--- src/rtl/uart_rx_param.sv ---
// uart_rx_param: oversampling UART receiver with configurable word length,
// parity and stop bits. Completed frames land in a one-entry valid/ready
// holding register together with their parity and framing flags; a frame
// that completes while the holding register is still occupied is dropped
// and reported with a one-cycle overrun pulse.
//
// state       | meaning
// ------------+---------------------------------------------------------
// S_IDLE      | line idle, waiting for a low level on the synced input
// S_START     | qualifying the start bit at its centre (glitch filter)
// S_DATA      | sampling data bits at mid-bit, LSB first
// S_PARITY    | sampling the parity bit (only when PARITY != 0)
// S_STOP      | sampling stop bit(s); the last one completes the frame
// S_WAIT_IDLE | line stuck low after a bad final stop bit, wait for high

module uart_rx_param #(
  parameter int CLKS_PER_BIT = 21812,
  parameter int DATA_BITS    = 8,
  parameter int PARITY       = 0,
  parameter int STOP_BITS    = 1,
  parameter int CNT_W        = $clog2(CLKS_PER_BIT)
) (
  input  logic                 clk,
  input  logic                 i_reset,
  input  logic                 i_rx,
  output logic [DATA_BITS-1:0] o_data,
  output logic                 o_valid,
  input  logic                 i_ready,
  output logic                 o_parity_err,
  output logic                 o_frame_err,
  output logic                 o_overrun,
  output logic                 o_busy
);

  localparam int IDX_W = $clog2(DATA_BITS);

  // Sample points: start bit is checked half a bit in, every later bit a
  // full bit period after the previous sample, i.e. at its centre.
  localparam logic [CNT_W-1:0] HALF_M1  = CNT_W'(CLKS_PER_BIT / 2 - 1);
  localparam logic [CNT_W-1:0] FULL_M1  = CNT_W'(CLKS_PER_BIT - 1);
  localparam logic [IDX_W-1:0] LAST_IDX = IDX_W'(DATA_BITS - 1);
  localparam logic             ODD_PAR  = (PARITY == 1);
  localparam logic             LAST_STOP = (STOP_BITS == 2);

  typedef enum logic [2:0] {
    S_IDLE      = 3'd0,
    S_START     = 3'd1,
    S_DATA      = 3'd2,
    S_PARITY    = 3'd3,
    S_STOP      = 3'd4,
    S_WAIT_IDLE = 3'd5
  } state_t;

  // Line synchroniser
  logic r_rx_meta;
  logic r_rxs;

  // Frame assembly
  state_t               r_state;
  logic [CNT_W-1:0]     r_cnt;
  logic [IDX_W-1:0]     r_idx;
  logic                 r_stop_idx;
  logic [DATA_BITS-1:0] r_shift;
  logic                 r_perr_acc;
  logic                 r_ferr_acc;

  // Holding register
  logic [DATA_BITS-1:0] r_data;
  logic                 r_valid;
  logic                 r_perr;
  logic                 r_ferr;
  logic                 r_overrun;

  // Frame completion strobe and final flag values on the completing cycle
  logic w_done;
  logic w_ferr;
  logic w_sample;

  assign w_sample = (r_cnt == FULL_M1);
  assign w_done   = (r_state == S_STOP) && w_sample && (r_stop_idx == LAST_STOP);
  assign w_ferr   = r_ferr_acc | ~r_rxs;

  // Two-flop synchroniser; idles high so reset never looks like a start bit
  always_ff @(posedge clk or posedge i_reset) begin
    if (i_reset) begin
      r_rx_meta <= 1'b1;
      r_rxs     <= 1'b1;
    end else begin
      r_rx_meta <= i_rx;
      r_rxs     <= r_rx_meta;
    end
  end

  // Receive FSM: bit timing, data shifting and error accumulation
  always_ff @(posedge clk or posedge i_reset) begin
    if (i_reset) begin
      r_state    <= S_IDLE;
      r_cnt      <= '0;
      r_idx      <= '0;
      r_stop_idx <= 1'b0;
      r_shift    <= '0;
      r_perr_acc <= 1'b0;
      r_ferr_acc <= 1'b0;
    end else begin
      case (r_state)
        S_IDLE: begin
          if (!r_rxs) begin
            r_state <= S_START;
            r_cnt   <= '0;
          end
        end

        S_START: begin
          if (r_cnt == HALF_M1) begin
            r_cnt <= '0;
            if (!r_rxs) begin
              r_state    <= S_DATA;
              r_idx      <= '0;
              r_perr_acc <= 1'b0;
              r_ferr_acc <= 1'b0;
            end else begin
              r_state <= S_IDLE;
            end
          end else begin
            r_cnt <= r_cnt + CNT_W'(1);
          end
        end

        S_DATA: begin
          if (w_sample) begin
            r_cnt   <= '0;
            // Right shift: after DATA_BITS samples the first line bit is bit 0
            r_shift <= {r_rxs, r_shift[DATA_BITS-1:1]};
            if (r_idx == LAST_IDX) begin
              r_stop_idx <= 1'b0;
              if (PARITY != 0) r_state <= S_PARITY;
              else             r_state <= S_STOP;
            end else begin
              r_idx <= r_idx + IDX_W'(1);
            end
          end else begin
            r_cnt <= r_cnt + CNT_W'(1);
          end
        end

        S_PARITY: begin
          if (w_sample) begin
            r_cnt      <= '0;
            r_perr_acc <= ((^r_shift) ^ r_rxs) != ODD_PAR;
            r_state    <= S_STOP;
          end else begin
            r_cnt <= r_cnt + CNT_W'(1);
          end
        end

        S_STOP: begin
          if (w_sample) begin
            r_cnt <= '0;
            if (!r_rxs) r_ferr_acc <= 1'b1;
            if (r_stop_idx == LAST_STOP) begin
              // A low final stop bit means break or stuck line: do not rearm
              // until the line is seen high again.
              r_state <= r_rxs ? S_IDLE : S_WAIT_IDLE;
            end else begin
              r_stop_idx <= 1'b1;
            end
          end else begin
            r_cnt <= r_cnt + CNT_W'(1);
          end
        end

        S_WAIT_IDLE: begin
          if (r_rxs) r_state <= S_IDLE;
        end

        default: begin
          r_state <= S_IDLE;
          r_cnt   <= '0;
        end
      endcase
    end
  end

  // Holding register: load on completion when free or being drained,
  // otherwise drop the new frame and flag overrun for one cycle
  always_ff @(posedge clk or posedge i_reset) begin
    if (i_reset) begin
      r_data    <= '0;
      r_valid   <= 1'b0;
      r_perr    <= 1'b0;
      r_ferr    <= 1'b0;
      r_overrun <= 1'b0;
    end else begin
      r_overrun <= 1'b0;
      if (w_done) begin
        if (!r_valid || i_ready) begin
          r_data  <= r_shift;
          r_perr  <= r_perr_acc;
          r_ferr  <= w_ferr;
          r_valid <= 1'b1;
        end else begin
          r_overrun <= 1'b1;
        end
      end else if (r_valid && i_ready) begin
        r_valid <= 1'b0;
      end
    end
  end

  assign o_data       = r_data;
  assign o_valid      = r_valid;
  assign o_parity_err = r_perr;
  assign o_frame_err  = r_ferr;
  assign o_overrun    = r_overrun;
  assign o_busy       = (r_state != S_IDLE);

endmodule

--- config.mk ---
export PLATFORM = sky130hd
export DESIGN_NAME = uart_rx_param
export DESIGN_NICKNAME = d
export VERILOG_FILES = /design/src/rtl/uart_rx_param.sv
export SDC_FILE = /design/constraint.sdc
export NUM_CORES = 1
export LEC_CHECK = 0
export ABC_CLOCK_PERIOD_IN_PS = 6300
export CORE_ASPECT_RATIO = 0.7
export CORE_MARGIN = 4
export CORE_UTILIZATION = 40
export CTS_CLUSTER_SIZE = 30
export DETAILED_ROUTE_END_ITERATION = 6
export PLACE_DENSITY = 0.55
export RECOVER_POWER = 50
export SLEW_MARGIN = 20
export SYNTH_ARGS = -nofsm -noshare
export SYNTH_HDL_FRONTEND = slang
export SYNTH_SLANG_ARGS = --single-unit
--- constraint.sdc ---
create_clock -name clk -period 6.3 [get_ports clk]
set_clock_uncertainty 0.2 [all_clocks]
set_input_delay 0.63 -clock clk [delete_from_list [all_inputs] [get_ports clk]]
set_output_delay 0.63 -clock clk [all_outputs]
set_load 0.005 [all_outputs]
==> summary.txt <==
================================================================================
Run status                                                          finished, violations left
Failing checks                                                      capacitance limit, slew limit
Sequential power share                                                     0.610
Asr flop ratio synth                                                        1.00
Endpoint of the lowest-slack register-to-register path                  r_cnt[5]
Fin util                                                                   0.483
Latest clock arrival within the worst-skew pair                           290 ps
Max-Slew Margin vs Limit                                                  -0.579
Sequential area share after synthesis                                      0.486
Area taken by flip-flops and latches                                   1130 um^2
Number of antenna violations at the first check in global routing              0
Ratio of cells with drive above 1 in the final layout                      0.130
Kind of end point of the critical path                              asynchronous set/reset pin
Switching share of total power                                             0.222
Setup repair bufs after CTS                                                    0
Final slew viol count                                                         46
Number of storage elements in the synthesis netlist                           45
Number of buffers on the longest clock path                                    2
RSZ-0062 raised after global routing                                       false
Area Overhead vs Synth                                                     12.9%
PortBufs                                                                      16
Global router's overall resource usage                                     0.134
Final critical delay including setup and external delays                 3190 ps
Number of buffers added by the clock tree synthesis step                       5
Crit path from                                                           i_reset
Clock root buffer                                                       clkbuf_8
Detailed placement HPWL                                                  3240 um
Cell count after synthesis                                                   215
Total placed instance area                                             2530 um^2
Worst-case register-to-register setup slack                              3700 ps
Number of top-level pins                                                      17
Achievable Freq                                                        0.314 GHz
Number of global-route vias before repair                                   1621
Mean cell area of the mapped netlist                                   10.8 um^2
Iteration count of the initial detailed-routing pass                           4
Internal Dissipation                                                    0.371 mW
Num rows                                                                      22
Die Area                                                               7100 um^2
End point of the worst hold path                                           r_rxs
Number of enable-type register cells in the synthesized netlist                0
H-Tree Level Count                                                             2
Total power                                                             0.477 mW
Number of cell instances on the worst register-to-register path                6
ANT nets after route                                                           0
Arrival time of the worst setup path                                     2910 ps
Startpoint of the lowest-slack register-to-register path                r_cnt[1]
Synth cell types                                                              45
Width of the die                                                         99.0 um
Cts-stage hold buffer count                                                    0
Maximum number of pins on one net before global-route repair                  46
Net count after synthesis                                                    223
Comb pwr share                                                             0.020
Final net count                                                              238
Number of vias after detailed routing                                       1647
Drc violations                                                                 0
Area of combinational cells with multiple inputs                       1110 um^2
Height of the die                                                        71.7 um
Post-Synthesis Cell Area                                               2320 um^2
N_diodes                                                                       0
DRC marker count from the first detailed-route iteration                      68
Cells resized by post-CTS repair                                               0
TritonCTS clock tree                                                         yes
Final worst-path cycle share                                               0.506
Top_reg_cell synth                                                       dfrtp_1
Final wirelength                                                         4470 um
Synthesis warning total                                                        0
Hold Violations, Final                                                         0
Post-route setup TNS                                                        0 ps
Worst Min Path Start                                                   r_rx_meta
Startpoint types                                                      input port
Clock sinks                                                                   45
Required time of the critical path                                       6020 ps
Initial cell density of the core                                           0.428
Worst Hold Depth                                                               0
Transition time at the pin with the least slew margin                    2370 ps
Average routed wire per standard cell                                    14.8 um
Clock share of power                                                       0.370
Clk slew on worst S/H paths                                                90 ps
Total congestion overflow                                                      0
Peak fanout along the critical path                                           45
Routed vias/inst                                                            5.44
Leakage dissipation                                                      1.17 nW
Worst slack on hold paths                                                 162 ps
Fill cell count                                                              505
Setup CP Type                                                       input port to asynchronous set/reset pin
Worst IR Drop VDD                                                       0.104 mV
Final setup violation count                                                    0
Hold/Removal Path Class                                             flip-flop to flip-flop
Wire length of the first global-routing pass                             7700 um
Net load switching power                                                0.106 mW
Final RePlAce weighted congestion                                          0.855
Core box area                                                          5420 um^2
Post-layout instance area                                              2620 um^2
Power density over cell area                                         182 nW/um^2
Count of maximum capacitance violations                                        1
================================================================================
-- cell usage after synthesis, drive strengths merged, types with 4 or more instances --
cell type	instances	area [um^2]
dfrtp	43	1080
nor2	23	86.3
mux2	17	221
xnor2	13	114
o21ai	10	50.0
nand2	9	33.8
nand4	9	62.6
xor2	8	70.1
a21oi	7	35.0
buf	7	41.3
inv	7	26.3
nand3	6	30.0
ha	4	50.1
-- worst max-delay path by stage --
stage,endpoint,depth (start not counted)
after floorplan,o_data[0],6
after global placement,r_shift[5],5
after detailed placement,r_cnt[5],6
after CTS,r_cnt[5],6
after global routing,r_state[2],3
final,o_frame_err,3
-- flip-flops by register name, indices dropped and copies added, names as in the netlist --
register and cells:
o_data 8, o_frame_err 1, o_overrun 1, o_parity_err 1, o_valid 1, r_cnt 15, r_ferr_acc 1, r_idx 3
r_perr_acc 1, r_rx_meta 1, r_rxs 1, r_shift 8, r_state 3
-- cells by family (layout without fill, tap and decap cells) --
kind of cell,count (synthesis),count (layout),synth area share
AOI/OAI and AO/OA,29,29,0.0760
buffers and inverters,17,33,0.0340
xor gates and xnor gates,21,21,0.0792
adders and majority gates,4,4,0.0216
and+or+nand+nor,81,81,0.203
DFF,45,45,0.486
muxes,18,18,0.0997
-- cell type report --
type	count	share of cell area
Sequential cell	45	0.431
Tap cell	72	0.0344
Timing Repair Buffer	18	0.0654
Multi-Input combinational cell	153	0.425
Clock inverter	3	0.00812
Inverter	7	0.0100
Clock buffer	5	0.0263
-- metal layers --
metal | GRT usage | part of all wire | vias up
met4 | 0.0379 | 0.0094 | 0
met2 | 0.199 | 0.44 | 48
li1 | - | - | 790
met3 | 0.0360 | 0.062 | 5
met1 | 0.194 | 0.49 | 804
met5 | 0 | 0 | -
-- power by group through the flow --
stage / clock (mW) / sequential [mW] / combinational (mW)
finish: 0.177 / 0.291 / 0.00947
global route: 0.197 / 0.291 / 0.0111
CTS: 0.183 / 0.291 / 0.0105
detailed placement: 0 / 0.297 / 0.0105
global placement: 0 / 0.297 / 0.0104
floorplan: 0 / 0.296 / 0.00724
-- worst max-delay path, cell delays in order --
cell	delay, ps
dlygate4sd3_1	530
clkinv_1	40
clkbuf_1	1680
-- per-stage QoR --
stage,setup WS (ps),instances
2_1_floorplan,4180,215
3_3_place_gp,3850,295
3_5_place_dp,3770,295
4_1_cts,3730,303
5_1_grt,2540,303
6_report,3110,303
-- cell usage in the layout (no fill, tap or decap), types with 2 or more instances in the layout --
cell,Yosys,routed
and3_1,3,3
dfrtp_1,43,43
mux2_2,9,9
clkdlybuf4s50_1,0,10
and2_1,3,3
nor4b_1,3,3
xnor2_1,13,13
mux2_4,8,8
dfstp_2,2,2
inv_1,7,6
nand2_1,9,9
o211ai_1,2,2
clkbuf_8,0,5
o22ai_1,2,2
a21oi_1,7,7
nor3b_1,2,2
ha_1,4,4
nand2b_1,2,2
nand3_1,6,6
a21o_1,2,2
or3_1,2,2
dlygate4sd3_1,0,6
nand4_1,8,8
and4_1,3,3
nor2_1,23,23
nor2b_1,2,2
nor3_1,3,3
nor4bb_1,2,2
o21ai_0,7,7
nor4_1,3,3
xor2_1,8,8
and4bb_1,2,2
o21ai_1,3,3
Power figures use the tool's default switching activity.
